### src/rtl/stream_decypher_rx_if.sv
// Byte-wide pin bundle for stream_decypher_rx: enable, data/control in, data/status out.
interface stream_decypher_rx_if;
  logic       ena;
  logic [7:0] ui_in;
  logic [7:0] uio_in;
  logic [7:0] uo_out;
  logic [7:0] uio_out;
  logic [7:0] uio_oe;

  modport master (
    output ena,
    output ui_in,
    output uio_in,
    input  uo_out,
    input  uio_out,
    input  uio_oe
  );

  modport slave (
    input  ena,
    input  ui_in,
    input  uio_in,
    output uo_out,
    output uio_out,
    output uio_oe
  );
endinterface

### src/rtl/stream_decypher_rx.sv
// Stream decipher: 16-bit seed framed by SOF, then XOR with a byte-stepped Galois LFSR keystream.
// Optional output-transfer counter on uo_out via stat_sel when STREAM_RX_STATUS_EN is defined.
module stream_decypher_rx (
  input logic                 clk,
  input logic                 rst_n,
  stream_decypher_rx_if.slave bus
);

  typedef enum logic [1:0] {StIdle, StSeedLo, StRun} state_e;

  localparam logic [15:0] SeedDefault = 16'hACE1;
  localparam logic [15:0] LfsrTaps    = 16'hB400;

  // One keystream byte consumes eight right-shift Galois steps.
  function automatic logic [15:0] lfsr_step8(input logic [15:0] s);
    logic [15:0] r;
    r = s;
    for (int i = 0; i < 8; i++) begin
      r = r[0] ? ((r >> 1) ^ LfsrTaps) : (r >> 1);
    end
    return r;
  endfunction

  state_e      state_q, state_d;
  logic [15:0] lfsr_q, lfsr_d;
  logic [7:0]  seed_hi_q, seed_hi_d;
  logic [7:0]  data_q, data_d;
  logic        out_valid_q, out_valid_d;
  logic        locked_q, locked_d;
  logic        error_q, error_d;

  logic in_valid, in_sof, out_ready;
  logic in_ready;
  logic in_xfer, out_xfer, sof_xfer, data_xfer, cipher_xfer;

  assign in_valid  = bus.uio_in[0];
  assign in_sof    = bus.uio_in[1];
  assign out_ready = bus.uio_in[2];

  assign in_xfer     = bus.ena & in_valid & in_ready;
  assign out_xfer    = bus.ena & out_valid_q & out_ready;
  assign sof_xfer    = in_xfer & in_sof;
  assign data_xfer   = in_xfer & ~in_sof;
  assign cipher_xfer = data_xfer & (state_q == StRun);

  always_ff @(posedge clk or negedge rst_n) begin
    if (!rst_n) begin
      state_q <= StIdle;
    end else begin
      state_q <= state_d;
    end
  end

  always_comb begin
    state_d = state_q;
    if (sof_xfer) begin
      state_d = StSeedLo;
    end else if (data_xfer && (state_q == StSeedLo)) begin
      state_d = StRun;
    end
  end

  // Only RUN applies backpressure; seed bytes never produce output so they are always taken.
  always_comb begin
    in_ready = 1'b1;
    case (state_q)
      StIdle, StSeedLo: in_ready = 1'b1;
      StRun:            in_ready = ~out_valid_q | out_ready;
      default:          in_ready = 1'b1;
    endcase
  end

  always_comb begin
    lfsr_d      = lfsr_q;
    seed_hi_d   = seed_hi_q;
    data_d      = data_q;
    locked_d    = locked_q;
    error_d     = error_q;
    out_valid_d = out_valid_q;

    if (sof_xfer) begin
      seed_hi_d = bus.ui_in;
      locked_d  = 1'b0;
      error_d   = 1'b0;
    end else if (data_xfer) begin
      case (state_q)
        StIdle: error_d = 1'b1;
        StSeedLo: begin
          lfsr_d   = ({seed_hi_q, bus.ui_in} == 16'h0000) ? SeedDefault
                                                          : {seed_hi_q, bus.ui_in};
          locked_d = 1'b1;
        end
        StRun: begin
          data_d = bus.ui_in ^ lfsr_q[7:0];
          lfsr_d = lfsr_step8(lfsr_q);
        end
        default: ;
      endcase
    end

    if (cipher_xfer) begin
      out_valid_d = 1'b1;
    end else if (out_xfer) begin
      out_valid_d = 1'b0;
    end
  end

  always_ff @(posedge clk or negedge rst_n) begin
    if (!rst_n) begin
      lfsr_q      <= SeedDefault;
      seed_hi_q   <= 8'h00;
      data_q      <= 8'h00;
      out_valid_q <= 1'b0;
      locked_q    <= 1'b0;
      error_q     <= 1'b0;
    end else begin
      lfsr_q      <= lfsr_d;
      seed_hi_q   <= seed_hi_d;
      data_q      <= data_d;
      out_valid_q <= out_valid_d;
      locked_q    <= locked_d;
      error_q     <= error_d;
    end
  end

  assign bus.uio_out = {error_q, locked_q, out_valid_q, in_ready, 4'b0000};
  assign bus.uio_oe  = 8'hF0;

`ifdef STREAM_RX_STATUS_EN
  logic [7:0] xfer_cnt_q;
  logic       unused_uio_in;

  // SOF clear takes priority over a coincident output transfer.
  always_ff @(posedge clk or negedge rst_n) begin
    if (!rst_n) begin
      xfer_cnt_q <= 8'h00;
    end else if (sof_xfer) begin
      xfer_cnt_q <= 8'h00;
    end else if (out_xfer) begin
      xfer_cnt_q <= xfer_cnt_q + 8'd1;
    end
  end

  assign bus.uo_out    = bus.uio_in[3] ? xfer_cnt_q : data_q;
  assign unused_uio_in = ^bus.uio_in[7:4];
`else
  logic unused_uio_in;

  assign bus.uo_out    = data_q;
  assign unused_uio_in = ^bus.uio_in[7:3];
`endif

endmodule

### src/flat_wrapper.sv
// flat-port wrapper written by rule: the top's interface ports become plain ports
module stream_decypher_rx_flat 
  (clk, rst_n, bus_ena, bus_ui_in, bus_uio_in, bus_uo_out, bus_uio_out, bus_uio_oe);
  stream_decypher_rx_if bus_i ();
  input logic clk;
  input logic rst_n;
  input wire logic [$bits(bus_i.ena)-1:0] bus_ena;
  input wire logic [$bits(bus_i.ui_in)-1:0] bus_ui_in;
  input wire logic [$bits(bus_i.uio_in)-1:0] bus_uio_in;
  output wire logic [$bits(bus_i.uo_out)-1:0] bus_uo_out;
  output wire logic [$bits(bus_i.uio_out)-1:0] bus_uio_out;
  output wire logic [$bits(bus_i.uio_oe)-1:0] bus_uio_oe;
  assign bus_i.ena = bus_ena;
  assign bus_i.ui_in = bus_ui_in;
  assign bus_i.uio_in = bus_uio_in;
  assign bus_uo_out = bus_i.uo_out;
  assign bus_uio_out = bus_i.uio_out;
  assign bus_uio_oe = bus_i.uio_oe;
  stream_decypher_rx u_core (.clk(clk), .rst_n(rst_n), .bus(bus_i));
endmodule
### config.mk
export PLATFORM = sky130hd
export DESIGN_NAME = stream_decypher_rx_flat
export DESIGN_NICKNAME = d
export VERILOG_FILES = /design/src/rtl/stream_decypher_rx_if.sv /design/src/rtl/stream_decypher_rx.sv /design/src/flat_wrapper.sv
export SDC_FILE = /design/constraint.sdc
export NUM_CORES = 1
export LEC_CHECK = 0
export ABC_AREA = 1
export CAP_MARGIN = 30
export CORE_MARGIN = 5
export CORE_UTILIZATION = 52
export CTS_CLUSTER_DIAMETER = 200
export DETAILED_ROUTE_END_ITERATION = 6
export PLACE_DENSITY = 0.8
export SLEW_MARGIN = 20
export SYNTH_ARGS = -nofsm -noshare
export SYNTH_HDL_FRONTEND = slang
export SYNTH_SLANG_ARGS = --single-unit
### constraint.sdc
create_clock -name clk -period 1.95 [get_ports clk]
set_clock_uncertainty 0.05 [all_clocks]
set_input_delay 0.39 -clock clk [delete_from_list [all_inputs] [get_ports clk]]
set_output_delay 0.39 -clock clk [all_outputs]
set_load 0.01 [all_outputs]
==> run summary <==
Max Cap Viol: 0
DRT iter0 DRCs: 142
post-layout min period: 1.75 ns
CP Cell Sequence: clkdlybuf4s50_1
combinational power share: 42.9%
Final #Nets: 354
Req. time, crit path: 1.51 ns
CTS sink cnt: 37
R2R setup slack: 0.41 ns
Root Buffer: clkbuf_8
cell count after synthesis: 311
largest vdd supply drop: 0.000596 V
Die Area: 5830 um2
hold buffers post-CTS: 0
Sw Ratio: 40.2%
most used routing layer: met2
power per cell area: 1370 nW/um2
DR WL/cell: 12.8 um
CTS tree: done
gr usage total: 17.9%
global-route wire length before repair: 8540 um
Avg Inst Size Synth: 7.36 um2
slowest CP cell: clkdlybuf4s50_1
HP Class: register to register
outcome: completed
Synth area leaders: dfrtp_1 (32%), nand2_1 (19%), dfstp_2 (9.2%)
crit-path max cell delay: 0.57 ns
Sequential Power Share: 40.6%
Clock transition at path regs: 0.07 ns
met2 usage: 29.1%
fmax: 0.572 GHz
placed cells: 377
port bufs: 25
GR met1 Demand/Resource: 22.8%
synth unique cells: 27
largest area contributor in the netlist: dfrtp_1
Post-Synthesis Cell Area: 2290 um2
Syn. warnings: 0
final hold viol count: 0
number of synthesized register bits: 37
total negative slack: 0 ns
top cell type's share of synthesized area: 31.7%
Detail Placement HPWL: 3680 um
crit-path max FO: 3
endpoint class of the critical path: primary output
Die Ht: 76.4 um
synthesis-to-finish area growth: 14.3%
drt first pass iters: 4
Final period util: 89.7%
endpoints failing setup: 0
Clk pwr share: 16.5%
sequential area share after synthesis: 40.9%
drt via density: 5.02
Buf/Inv on CP: 1
static leakage: 1.35 nW
final WL: 4920 um
RD Place Congestion: 0.921
Startpoint Class: register
delay-heaviest family, CP: buffers and inverters
crit path DAT: 1.31 ns
pin count of the biggest net entering global routing: 38
worst slew pin tran: 0.511 ns
number of global-route vias before repair: 1856
Rel. slew slack: 65.9%
TritonCTS buffer count: 5
via count: 1932
Psw: 1.44 mW
unrepaired setup endpoints after global routing: false
initial antenna violation count: 0
GRT overflow: 0
CTS H-tree depth: 2
ratio of cells with drive above 1 in the final layout: 11.4%
clk buf depth: 2
crit path kind: register to primary output
max-slew violation count: 0
antenna-violating nets left: 0
core area: 4320 um2
diode count: 0
Non-Filler Instances: 385
starting density of the core: 53.0%
Worst-Skew Late Latency: 0.30 ns
row count: 24
I/O pins: 43
met3 Track Usage GR: 3.43%
DRC: 0
Die W: 76.4 um
internal power: 2.14 mW
[Yosys cell counts]
| cell | count |
|---|---|
| a21oi_1 | 1 |
| a21oi_2 | 2 |
| a22oi_1 | 1 |
| and3_1 | 1 |
| buf_2 | 6 |
| buf_4 | 17 |
| buf_6 | 4 |
| clkbuf_1 | 1 |
| clkbuf_2 | 1 |
| conb_1 | 2 |
| dfrtp_1 | 29 |
| dfstp_2 | 8 |
| ha_1 | 3 |
| inv_1 | 36 |
| inv_2 | 4 |
| nand2_1 | 113 |
| nand2_2 | 2 |
| nand2_4 | 1 |
| nand3_1 | 13 |
| nand3_4 | 2 |
| nor2_1 | 14 |
| nor2_4 | 1 |
| o21ai_0 | 28 |
| o21ai_1 | 6 |
| o22ai_1 | 1 |
| xnor2_1 | 13 |
| xor2_1 | 1 |
[layer usage]
| metal | up-vias | share of wire [%] |
|---|---|---|
| li1 | 952 | - |
| met1 | 899 | 44 |
| met2 | 68 | 47 |
| met3 | 13 | 5.6 |
| met4 | 0 | 3.0 |
| met5 | - | 0 |
[final cells by class]
type                    count  area [um2]
fillers                   398        1710
multi-input cells         215        1040
flip-flops and latches     37         936
repair buffers             33         322
inverters                  40         150
clock buffers               7        96.3
well taps                  52        65.1
clock inverters             1        5.00
[registers in the layout, summed over array words and instances, names as in the netlist]
register / cells
u_core.error_q: 1
u_core.state_q: 2
u_core.out_valid_q: 1
u_core.lfsr_q: 16
u_core.bus.uo_out: 8
u_core.seed_hi_q: 8
u_core.locked_q: 1
[layout by cell type, fill, tap and decap left out]
cell type,Yosys,final
a21oi_1,1,1
a21oi_2,2,2
a22oi_1,1,1
and3_1,1,1
buf_12,0,1
buf_4,17,7
clkbuf_8,0,7
clkdlybuf4s50_1,0,24
clkinv_2,0,1
conb_1,2,12
dfrtp_1,29,29
dfstp_2,8,8
dlygate4sd2_1,0,1
ha_1,3,2
ha_4,0,1
inv_1,36,35
inv_2,4,5
nand2_1,113,113
nand2_2,2,2
nand2_4,1,1
nand3_1,13,13
nand3_4,2,2
nor2_1,14,14
nor2_4,1,1
o21ai_0,28,28
o21ai_1,6,6
o22ai_1,1,1
xnor2_1,13,13
xor2_1,1,1
[power by group through the flow]
| stage | Combinational (mW) | Clock (mW) | Sequential [mW] |
|---|---|---|---|
| 3_5_place_dp | 1.52 | 0 | 1.46 |
| 5_1_grt | 1.74 | 0.632 | 1.50 |
| 4_1_cts | 1.54 | 0.607 | 1.45 |
| 2_1_floorplan | 1.20 | 0 | 1.33 |
| 3_3_place_gp | 1.47 | 0 | 1.44 |
| 6_report | 1.54 | 0.592 | 1.45 |
[worst paths after layout]
path,startpoint,endpoint,depth (start not counted)
min in group asynchronous,rst_n,u_core.error_q,2
max reg2reg,u_core.state_q[0],u_core.lfsr_q[0],6
min,u_core.bus.uo_out[3],u_core.bus.uo_out[3],2
max,u_core.out_valid_q,bus_uio_out[5],1
max in group asynchronous,rst_n,u_core.lfsr_q[7],2
min reg2reg,u_core.bus.uo_out[3],u_core.bus.uo_out[3],2
[logic make-up after synthesis]
group | share of synthesized area [%]
buffers and inverters | 15.8
XOR/XNOR | 5.36
AND/OR/NAND/NOR | 27.0
other | 0.328
flip-flops | 40.9
AO/OA/AOI/OAI | 9.02
adder cells (fa/ha/maj) | 1.64
[metrics by stage]
stage / power (mW) / setup WS, ns / instance area (um2) / hold WS [ns] / util, %
final: 3.58 / 0.201 / 2620 / 0.434 / 60.5
after global routing: 3.88 / 0.142 / 2620 / 0.452 / 60.5
after floorplan: 2.53 / 0.494 / 2330 / 0.0444 / -
after detailed placement: 2.97 / -0.0377 / 2500 / 0.415 / 57.9
after CTS: 3.60 / 0.196 / 2620 / 0.432 / 60.5
after global placement: 2.91 / -0.00993 / 2500 / 0.414 / 57.9
[repair_timing]
item                                    in CTS  in global routing
endpoints found under the setup margin       1                  0
setup buffers                                0                  0
resized for setup                            4                  0
[worst min-delay path, cell delays in order (launching register included)]
cell	delay [ns]
dfrtp_1	0.34
nand2_1	0.05
o21ai_0	0.06
Note: power is estimated with default switching activity, not from simulation.
